### src/rtl/sprite_pkg.sv
// sprite_pkg: shared widths, initial sprite positions and FSM/direction types for sprite_grid_mover
package sprite_pkg;
  localparam int COORD_W = 10;
  localparam int N_SPRITES = 4;
  localparam logic [N_SPRITES*COORD_W-1:0] INIT_X = {10'd320, 10'd510, 10'd400, 10'd95};
  localparam logic [N_SPRITES*COORD_W-1:0] INIT_Y = {10'd200, 10'd85, 10'd400, 10'd85};
  typedef enum logic [1:0] {DIR_UP, DIR_DOWN, DIR_LEFT, DIR_RIGHT} dir_t;
  typedef enum logic [1:0] {IDLE, PENDING, STEP} state_t;
  function automatic logic is_one_hot(input logic [N_SPRITES-1:0] s);
    return (s != '0) && ((s & (s - N_SPRITES'(1))) == '0);
  endfunction
endpackage

### src/rtl/btn_edge_detect.sv
// btn_edge_detect: registered rising-edge detectors on {right,left,down,up} with up>down>left>right priority
module btn_edge_detect
  import sprite_pkg::*;
(
  input  logic       clk,
  input  logic       reset,
  input  logic [3:0] btn_i,
  output logic       valid_o,
  output dir_t       dir_o
);
  logic [3:0] btn_q, edge_q;
  always_ff @(posedge clk) begin
    if (!reset) begin
      btn_q  <= '0;
      edge_q <= '0;
    end else begin
      btn_q  <= btn_i;
      edge_q <= btn_i & ~btn_q;
    end
  end
  assign valid_o = |edge_q;
  assign dir_o   = edge_q[0] ? DIR_UP : edge_q[1] ? DIR_DOWN : edge_q[2] ? DIR_LEFT : DIR_RIGHT;
endmodule

### src/rtl/sprite_grid_mover.sv
// sprite_grid_mover: one grid-cell move per button press, applied on frame_tick; SPRITE_STEP_ANIM_EN slides 1 px per frame instead
module sprite_grid_mover
  import sprite_pkg::*;
#(
  parameter int GRID_STEP = 20,
  parameter int X_MIN     = 10,
  parameter int X_MAX     = 629,
  parameter int Y_MIN     = 10,
  parameter int Y_MAX     = 469
) (
  input  logic                           clk,
  input  logic                           reset,
  input  logic                           frame_tick,
  input  logic                           btn_up,
  input  logic                           btn_down,
  input  logic                           btn_left,
  input  logic                           btn_right,
  input  logic [N_SPRITES-1:0]           sel,
  output logic [N_SPRITES*COORD_W-1:0]   sprite_x,
  output logic [N_SPRITES*COORD_W-1:0]   sprite_y,
  output logic                           moving,
  output logic                           move_done,
  output logic                           move_reject
);
  typedef logic [COORD_W:0] ext_t;
  typedef logic [$clog2(N_SPRITES)-1:0] idx_t;
  logic               req_v;
  dir_t               req_dir;
  state_t             state_q;
  idx_t               idx_q, idx_d;
  dir_t               dir_q;
  logic [COORD_W-1:0] tgt_q, cur_d, coord_d;
  ext_t               tgt_d;
  logic [COORD_W-1:0] x_q [N_SPRITES];
  logic [COORD_W-1:0] y_q [N_SPRITES];
  logic               in_range, apply, done_q, rej_q;
  btn_edge_detect u_edge (
    .clk    (clk),
    .reset  (reset),
    .btn_i  ({btn_right, btn_left, btn_down, btn_up}),
    .valid_o(req_v),
    .dir_o  (req_dir)
  );
  // Target is formed one bit wider so a step below zero lands out of range instead of wrapping.
  always_comb begin
    idx_d    = sel[1] ? idx_t'(1) : sel[2] ? idx_t'(2) : sel[3] ? idx_t'(3) : idx_t'(0);
    cur_d    = (req_dir inside {DIR_UP, DIR_DOWN}) ? y_q[idx_d] : x_q[idx_d];
    tgt_d    = (req_dir inside {DIR_DOWN, DIR_RIGHT}) ? ext_t'(cur_d) + ext_t'(GRID_STEP)
                                                      : ext_t'(cur_d) - ext_t'(GRID_STEP);
    in_range = (req_dir inside {DIR_UP, DIR_DOWN})
             ? (tgt_d >= ext_t'(Y_MIN) && tgt_d <= ext_t'(Y_MAX))
             : (tgt_d >= ext_t'(X_MIN) && tgt_d <= ext_t'(X_MAX));
  end
`ifdef SPRITE_STEP_ANIM_EN
  logic [GRID_STEP-1:0] cnt_q;
  assign coord_d = ((dir_q inside {DIR_UP, DIR_DOWN}) ? y_q[idx_q] : x_q[idx_q])
                 + ((dir_q inside {DIR_DOWN, DIR_RIGHT}) ? COORD_W'(1) : {COORD_W{1'b1}});
  assign apply   = frame_tick && (state_q == PENDING || (state_q == STEP && !cnt_q[GRID_STEP-1]));
`else
  assign coord_d = tgt_q;
  assign apply   = frame_tick && state_q == PENDING;
`endif
  always_ff @(posedge clk) begin
    if (!reset) begin
      state_q <= IDLE;
      idx_q   <= '0;
      dir_q   <= DIR_UP;
      tgt_q   <= '0;
      done_q  <= 1'b0;
      rej_q   <= 1'b0;
      for (int i = 0; i < N_SPRITES; i++) begin
        x_q[i] <= INIT_X[i*COORD_W +: COORD_W];
        y_q[i] <= INIT_Y[i*COORD_W +: COORD_W];
      end
`ifdef SPRITE_STEP_ANIM_EN
      cnt_q <= '0;
`endif
    end else begin
      done_q <= 1'b0;
      rej_q  <= 1'b0;
      if (apply) begin
        if (dir_q inside {DIR_UP, DIR_DOWN}) y_q[idx_q] <= coord_d;
        else x_q[idx_q] <= coord_d;
      end
      case (state_q)
        IDLE: if (req_v && is_one_hot(sel)) begin
          if (in_range) begin
            state_q <= PENDING;
            idx_q   <= idx_d;
            dir_q   <= req_dir;
            tgt_q   <= tgt_d[COORD_W-1:0];
          end else rej_q <= 1'b1;
        end
        PENDING: if (frame_tick) begin
          state_q <= STEP;
`ifdef SPRITE_STEP_ANIM_EN
          cnt_q <= GRID_STEP'(1);
`endif
        end
`ifdef SPRITE_STEP_ANIM_EN
        // Thermometer count: bit k set once k+1 pixels have been applied.
        STEP: if (cnt_q[GRID_STEP-1]) begin
          state_q <= IDLE;
          done_q  <= 1'b1;
        end else if (frame_tick) cnt_q <= {cnt_q[GRID_STEP-2:0], 1'b1};
`else
        STEP: begin
          state_q <= IDLE;
          done_q  <= 1'b1;
        end
`endif
        default: state_q <= IDLE;
      endcase
    end
  end
  for (genvar i = 0; i < N_SPRITES; i++) begin : g_pack
    assign sprite_x[i*COORD_W +: COORD_W] = x_q[i];
    assign sprite_y[i*COORD_W +: COORD_W] = y_q[i];
  end
  assign moving      = state_q != IDLE;
  assign move_done   = done_q;
  assign move_reject = rej_q;
endmodule

### config.mk
export PLATFORM = sky130hd
export DESIGN_NAME = sprite_grid_mover
export DESIGN_NICKNAME = d
export VERILOG_FILES = /design/src/rtl/sprite_pkg.sv /design/src/rtl/btn_edge_detect.sv /design/src/rtl/sprite_grid_mover.sv
export SDC_FILE = /design/constraint.sdc
export NUM_CORES = 1
export LEC_CHECK = 0
export CORE_UTILIZATION = 35
export DETAILED_ROUTE_END_ITERATION = 8
export HOLD_SLACK_MARGIN = 0.02
export PLACE_DENSITY_LB_ADDON = 0.3
export SYNTH_ARGS = -nofsm -noshare
export SYNTH_HDL_FRONTEND = slang
export SYNTH_SLANG_ARGS = --single-unit
### constraint.sdc
create_clock -name clk -period 12.3 [get_ports clk]
set_input_delay 2.46 -clock clk [delete_from_list [all_inputs] [get_ports clk]]
set_output_delay 2.46 -clock clk [all_outputs]
set_load 0.1 [all_outputs]
Yosys cells after proc, flatten, opt, wreduce, memory -nomap -nowiden
Memory sizes are Yosys's and may differ from the RTL's.
Cells that the tools add are included.

cells by class
  add/subtract/negate cells = 3
  $lt $le $gt $ge = 3
  eq/ne operators = 8
  muxes and demuxes = 30
  bitwise logic cells = 3
  reduce and logical (&&, ||, !) cells = 20

operators by type and width
  operator               number
  $mux 10                3
  $mux 2                 10
  $reduce_or 10->1       2
  $mux 1                 15
  $add 10x5->11 const B  1
  $ge 11x4->1 const B    1
  $le 11x10->1 const B   1
  $le 11x9->1 const B    1
  $mux 11                1
  $sub 10x5->11 const B  1
  $reduce_and 3->1       3
  $and 4x4->4            2
  $reduce_bool 2->1      4
  $eq 2x1->1 const B     3
  $logic_not 2->1        3
  $ne 2x2->1 const B     3
  $logic_and 1x1->1      5
  $eq 2x2->1 const B     2
  $logic_not 4->1        1
  $not 4->4              1
  $pmux 2 s2             1
  $reduce_bool 4->1      1
  $reduce_or 4->1        1
  $sub 4x1->4 const B    1

storage, ports and cells
  bits in registers = 26
  RAM bits = 80
  input port bits = 11
  output and inout port bits = 83
  logic and storage cells = 77
  memories kept = 2

memory list
  name  words  width  read ports  clocked after Yosys merged registers in  wr ports  RTL line                 text
  x_q   4      10     5           0                                        4         sprite_grid_mover.sv:34  logic [COORD_W-1:0] x_q [N_SPRITES];
  y_q   4      10     5           0                                        4         sprite_grid_mover.sv:35  logic [COORD_W-1:0] y_q [N_SPRITES];

Logic depth before layout (Yosys ltp)
  depth in word-level cells = 14
  depth in mapped cells = 17
  depth with buffers taken out = 13

Modules after synthesis
From an unflattened synthesis, not the netlist that was laid out.

unflattened totals
  cell total of the unflattened synthesis = 467
  area, all modules = 5326.4 um^2

modules (own cells, without submodules)
  module             instances  cells an instance  area each (um^2)  sequential area each (um^2)
  sprite_grid_mover  1          446                5061.1            2742.6
  btn_edge_detect    1          21                 265.3             160.2

Worst setup path after synthesis
Ideal clock, no wire load.

  kind = input to register
  start = input port sel[3]
  end = register tgt_q[3], in the netlist coord_d[3]
  setup time = 95 ps
  arrival = 6610 ps
  data required time = 12205 ps
  path slack = 5595 ps
  cell stages on the path = 16
  path buffers = 4
  cell sequence = buf_2 buf_1 buf_1 mux2i_1 o21ai_0 mux4_2 ha_1 a21o_1 a221oi_1 xnor2_1 nand4_1 or3_1 a32o_1 buf_6 o32a_1 o311ai_1

on the way
  cells in the longest elaborated chain, start to end = 11
  elaborated cells between the ends (all ways) = 22
  classes of those cells = add/sub (3); order compare (3); mux (6); bitwise (1); reduce/logical (7); memory (2)

RTL lines
  item                                            RTL line                                          text
  start: declaration                              sprite_grid_mover.sv:18                           input logic [N_SPRITES-1:0] sel,
  $mux 2 (3 in a row)                             sprite_grid_mover.sv:46                           idx_d = sel[1] ? idx_t'(1) : sel[2] ? idx_t'(2) : sel[3] ? idx_t'(3) : idx_t'(0);
  $mem_v2 4x10, on equally long branches          n/a
  $mux 10                                         sprite_grid_mover.sv:47                           cur_d = (req_dir inside {DIR_UP, DIR_DOWN}) ? y_q[idx_d] : x_q[idx_d];
  $sub 10x5->11 or $add 10x5->11 (tied branches)  sprite_grid_mover.sv:49, sprite_grid_mover.sv:48
  $mux 11                                         sprite_grid_mover.sv:48                           tgt_d = (req_dir inside {DIR_DOWN, DIR_RIGHT}) ? ext_t'(cur_d) + ext_t'(GRID_STEP)
  $ge 11x4->1 (tied with other cells)             sprite_grid_mover.sv:51, sprite_grid_mover.sv:52
  $logic_and 1x1->1, on equally long branches     sprite_grid_mover.sv:52, sprite_grid_mover.sv:51
  $mux 1                                          sprite_grid_mover.sv:51                           ? (tgt_d >= ext_t'(Y_MIN) && tgt_d <= ext_t'(Y_MAX))
  $reduce_and 3->1 (no line)                      n/a
  end signal: assignment                          sprite_grid_mover.sv:91                           tgt_q <= tgt_d[COORD_W-1:0];
  end: declaration                                sprite_grid_mover.sv:32                           logic [COORD_W-1:0] tgt_q, cur_d, coord_d;

Parallel ways exist; a longest one is shown, timed or not.
A chain may end at the register's enable or synchronous reset.

Final worst setup path
  start = input port sel[3]
  end = register tgt_q[0], in the netlist coord_d[0]

The elaborated chain is that of the path after synthesis.

==> summary.md <==
| Metric | Value |
|---|---|
| Core area | `14590 sq um` |
| Vias in the first global route | `4060` |
| Area leader, netlist | `edfxtp_1` |
| Total CTS buffers | `9` |
| First-pass iteration count of the detailed router | `5` |
| Via count | `4044` |
| Switching share of total power | `0.3389` |
| Max rail drop VDD | `72.60 uV` |
| Max Cap Violations | `0` |
| Reg clk slew, reported paths | `0.07 ns` |
| Setup_tns | `0 ns` |
| DR WL/cell | `21.26 um` |
| # rows | `44` |
| Crit path DAT | `7.27 ns` |
| Skew final | `0.01403 ns` |
| Slew headroom | `0.3346` |
| Setup ws final | `5.285 ns` |
| Endpoints failing setup | `0` |
| H-tree lvl count | `3` |
| Cells after Synth | `454` |
| FILL cells | `1299` |
| Pwr Density | `142.6 nW/um^2` |
| Distinct cells, synth | `66` |
| Top cells by area, synth | `edfxtp_1 46%, dfxtp_1 9.6%, mux2i_1 3.8%` |
| Pre-CTS WS | `5.006 ns` |
| Clock sink total | `105` |
| Worst hold start | `u_edge.btn_q[0]` |
| GR Overflow Total | `0` |
| Antenna Nets Post-Route | `0` |
| Internal power | `0.6274 mW` |
| Switch Pwr | `0.3216 mW` |
| Clk root buf | `clkbuf_16` |
| Diodes inserted | `0` |
| Post-Syn Area | `5236 sq um` |
| Number of setup buffers added after CTS | `0` |
| Ys flop type | `edfxtp_1` |
| Syn nets | `475` |
| Post-CTS Hold Fix Bufs | `0` |
| Height of the die | `124.3 um` |
| Min cycle time layout | `7.015 ns` |
| First-pass GRT wire length | `23890 um` |
| P_leak | `2.310 nW` |
| DRT Wirelength | `15500 um` |
| Fraction of layout cells with a size suffix above 1 | `0.1009` |
| Min-delay worst type | `flip-flop to flip-flop` |
| DIE AREA | `15450 sq um` |
| Fmax | `0.1425 GHz` |
| Reg2reg path depth | `11` |
| RSZ-0062 raised after global routing | `no` |
| Share of the synthesized area in the top cell type | `0.4588` |
| Register area share after synthesis | `0.5544` |
| TritonCTS clock tree | `yes` |
| FF+latch count, synth | `105` |
| WHS Endpoint | `u_edge.edge_q[0]` |
| Vias per cell | `5.547` |
| Final Hold Violating Endpoints | `0` |
| GPL Wtd Cong | `0.8298` |
| Clock Latency Late Sink | `0.36 ns` |
| Hold Path Depth | `1` |
| Port Buffer Count | `93` |
| Path type of the worst setup path | `input port to flip-flop` |
| Share of flip-flops with an asynchronous set or reset | `0` |
| GRT Resource Usage Total | `0.2038` |
| Least-Margin Pin Slew | `0.9950 ns` |
| Critical Path End Type | `flip-flop` |
| Post-CTS sizing | `0` |
| Reg2reg end | `coord_d[0]` |
| Crit share post-route | `0.5703` |
| EDFF count, synth | `80` |
| Max Fanout on Critical Path | `25` |
| CTS max path bufs | `2` |
| Clk pwr share | `0.324` |
| Sequential share of power | `0.434` |
| Max-slew violation count | `0` |
| DIE WIDTH | `124.3 um` |
| Largest net degree at the start of global routing | `38` |
| Syn_area_per_cell | `11.53 sq um` |
| CP required | `12.56 ns` |
| Antenna violations before repair | `0` |
| Synth-to-layout area growth | `27.05%` |
| HPWL Detailed | `11350 um` |
| Worst r2r src | `u_edge.edge_q[0]` |
| Fin nets | `561` |
| Share of power burned in combinational logic | `0.242` |
| I/O pin cnt | `94` |
| Synthesis Warnings | `0` |
| Initial Util | `0.3589` |
| Status | `complete, no violations` |
| Drc violations | `0` |
| Worst setup SP type | `input port` |
| Reg2reg setup slack | `7.66 ns` |
| Iteration-0 DRC Markers | `355` |
## cell families after synthesis
family	Yosys count	synth area share
DFF	105	0.5544
adders and majority gates	10	0.02533
AOI/OAI and AO/OA	84	0.1209
muxes	29	0.07264
buffers and inverters	40	0.03369
xor gates and xnor gates	8	0.01482
and+or+nand+nor	178	0.1783
## critical path, stage by stage
cell and delay [ns]:
clkdlybuf4s50_1 0.46, buf_4 0.38, mux2i_1 0.24, o21ai_0 0.18, mux4_2 0.53, ha_1 0.39, and3_1 0.23, a221oi_1 0.42
xnor2_1 0.24, nand4_1 0.13, or3_1 0.40, a32oi_1 0.72, a211oi_1 0.18, a211oi_1 0.29
## final cells by class
class	count	area (sq um)	share of cell area
clock buffers	9	225.2	0.03385
inverters	14	55.05	0.008275
clock inverters	7	91.34	0.01373
well taps	184	230.2	0.03461
flip-flops and latches	105	2903	0.4363
multi-input cells	309	2157	0.3242
repair buffers	101	991.0	0.1490
## cell usage in the layout, fill, tap and decap left out, drive strengths merged, types with 16 or more instances in the layout
master and count:
edfxtp 80, o21ai 28, nor2 25, nor3 16
and2 21, mux2i 20, nand2 49, nand2b 19
dfxtp 25, clkdlybuf4s50 93
## worst max-delay path by stage
stage	slack, ns	endpoint	cells after the start	startpoint
global placement	5.13	coord_d[4]	14	sel[3]
detailed placement	5.01	coord_d[4]	14	sel[3]
global route	5.00	coord_d[5]	14	sel[3]
CTS	5.38	coord_d[0]	14	sel[3]
finish	5.28	coord_d[0]	14	sel[3]
floorplan	5.60	coord_d[3]	16	sel[3]
## metrics by stage
| step | power [mW] | std cells | util | cell area (sq um) | hold WS (ns) |
|---|---|---|---|---|---|
| floorplan | 0.5889 | 454 | - | 5236 | 0.3674 |
| global placement | 0.6449 | 713 | 0.4343 | 6336 | 0.3764 |
| detailed placement | 0.6457 | 713 | 0.4343 | 6336 | 0.3770 |
| CTS | 0.9474 | 729 | 0.4560 | 6653 | 0.3872 |
| global route | 0.9814 | 729 | 0.4560 | 6653 | 0.3914 |
| finish | 0.9489 | 729 | 0.4560 | 6653 | 0.3842 |
## state kept, by name (all words and copies together) (netlist names)
signal,count
move_done,1
y_q,40
move_reject,1
u_edge.btn_q,4
u_edge.edge_q,4
state_q,2
idx_q,2
x_q,40
coord_d,10
dir_q,1
## routing by layer
| layer | track usage | vias to the layer above | wire length, um | part of all wire |
|---|---|---|---|---|
| li1 | - | 1842 | - | - |
| met1 | 0.2813 | 2014 | 7078 | 0.46 |
| met2 | 0.3198 | 167 | 7101 | 0.46 |
| met3 | 0.04424 | 21 | 1072 | 0.069 |
| met4 | 0.06166 | 0 | 248 | 0.016 |
| met5 | 0 | - | 0 | 0 |
## synthesized netlist by cell type, drive strengths merged, types with 2 or more instances
cell type and count:
o221a 2, edfxtp 80, or3 5, and3 14, xor2 2, buf 10, nor2 25, o211a 2
o32a 4, a31oi 4, clkbuf 16, mux4 7, a21oi 8, nand3b 3, mux2i 20, clkinv 3
inv 11, mux2 2, o221ai 2, ha 9, or2 8, dfxtp 25, o211ai 2, nand3 5
o311ai 5, xnor2 6, a21o 4, nand4 5, nand2b 19, and2 21, nor2b 6, o21ai 28
nand2 49, nor3 16, a211oi 8, o2111ai 2
## power by group through the flow
| stage | clock network [mW] | registers, mW | logic, mW |
|---|---|---|---|
| 2_1_floorplan | 0 | 0.458 | 0.131 |
| 4_1_cts | 0.309 | 0.411 | 0.227 |
| 3_3_place_gp | 0 | 0.419 | 0.226 |
| 6_report | 0.307 | 0.412 | 0.230 |
| 3_5_place_dp | 0 | 0.420 | 0.226 |
| 5_1_grt | 0.324 | 0.413 | 0.244 |
Power figures use the tool's default switching activity.
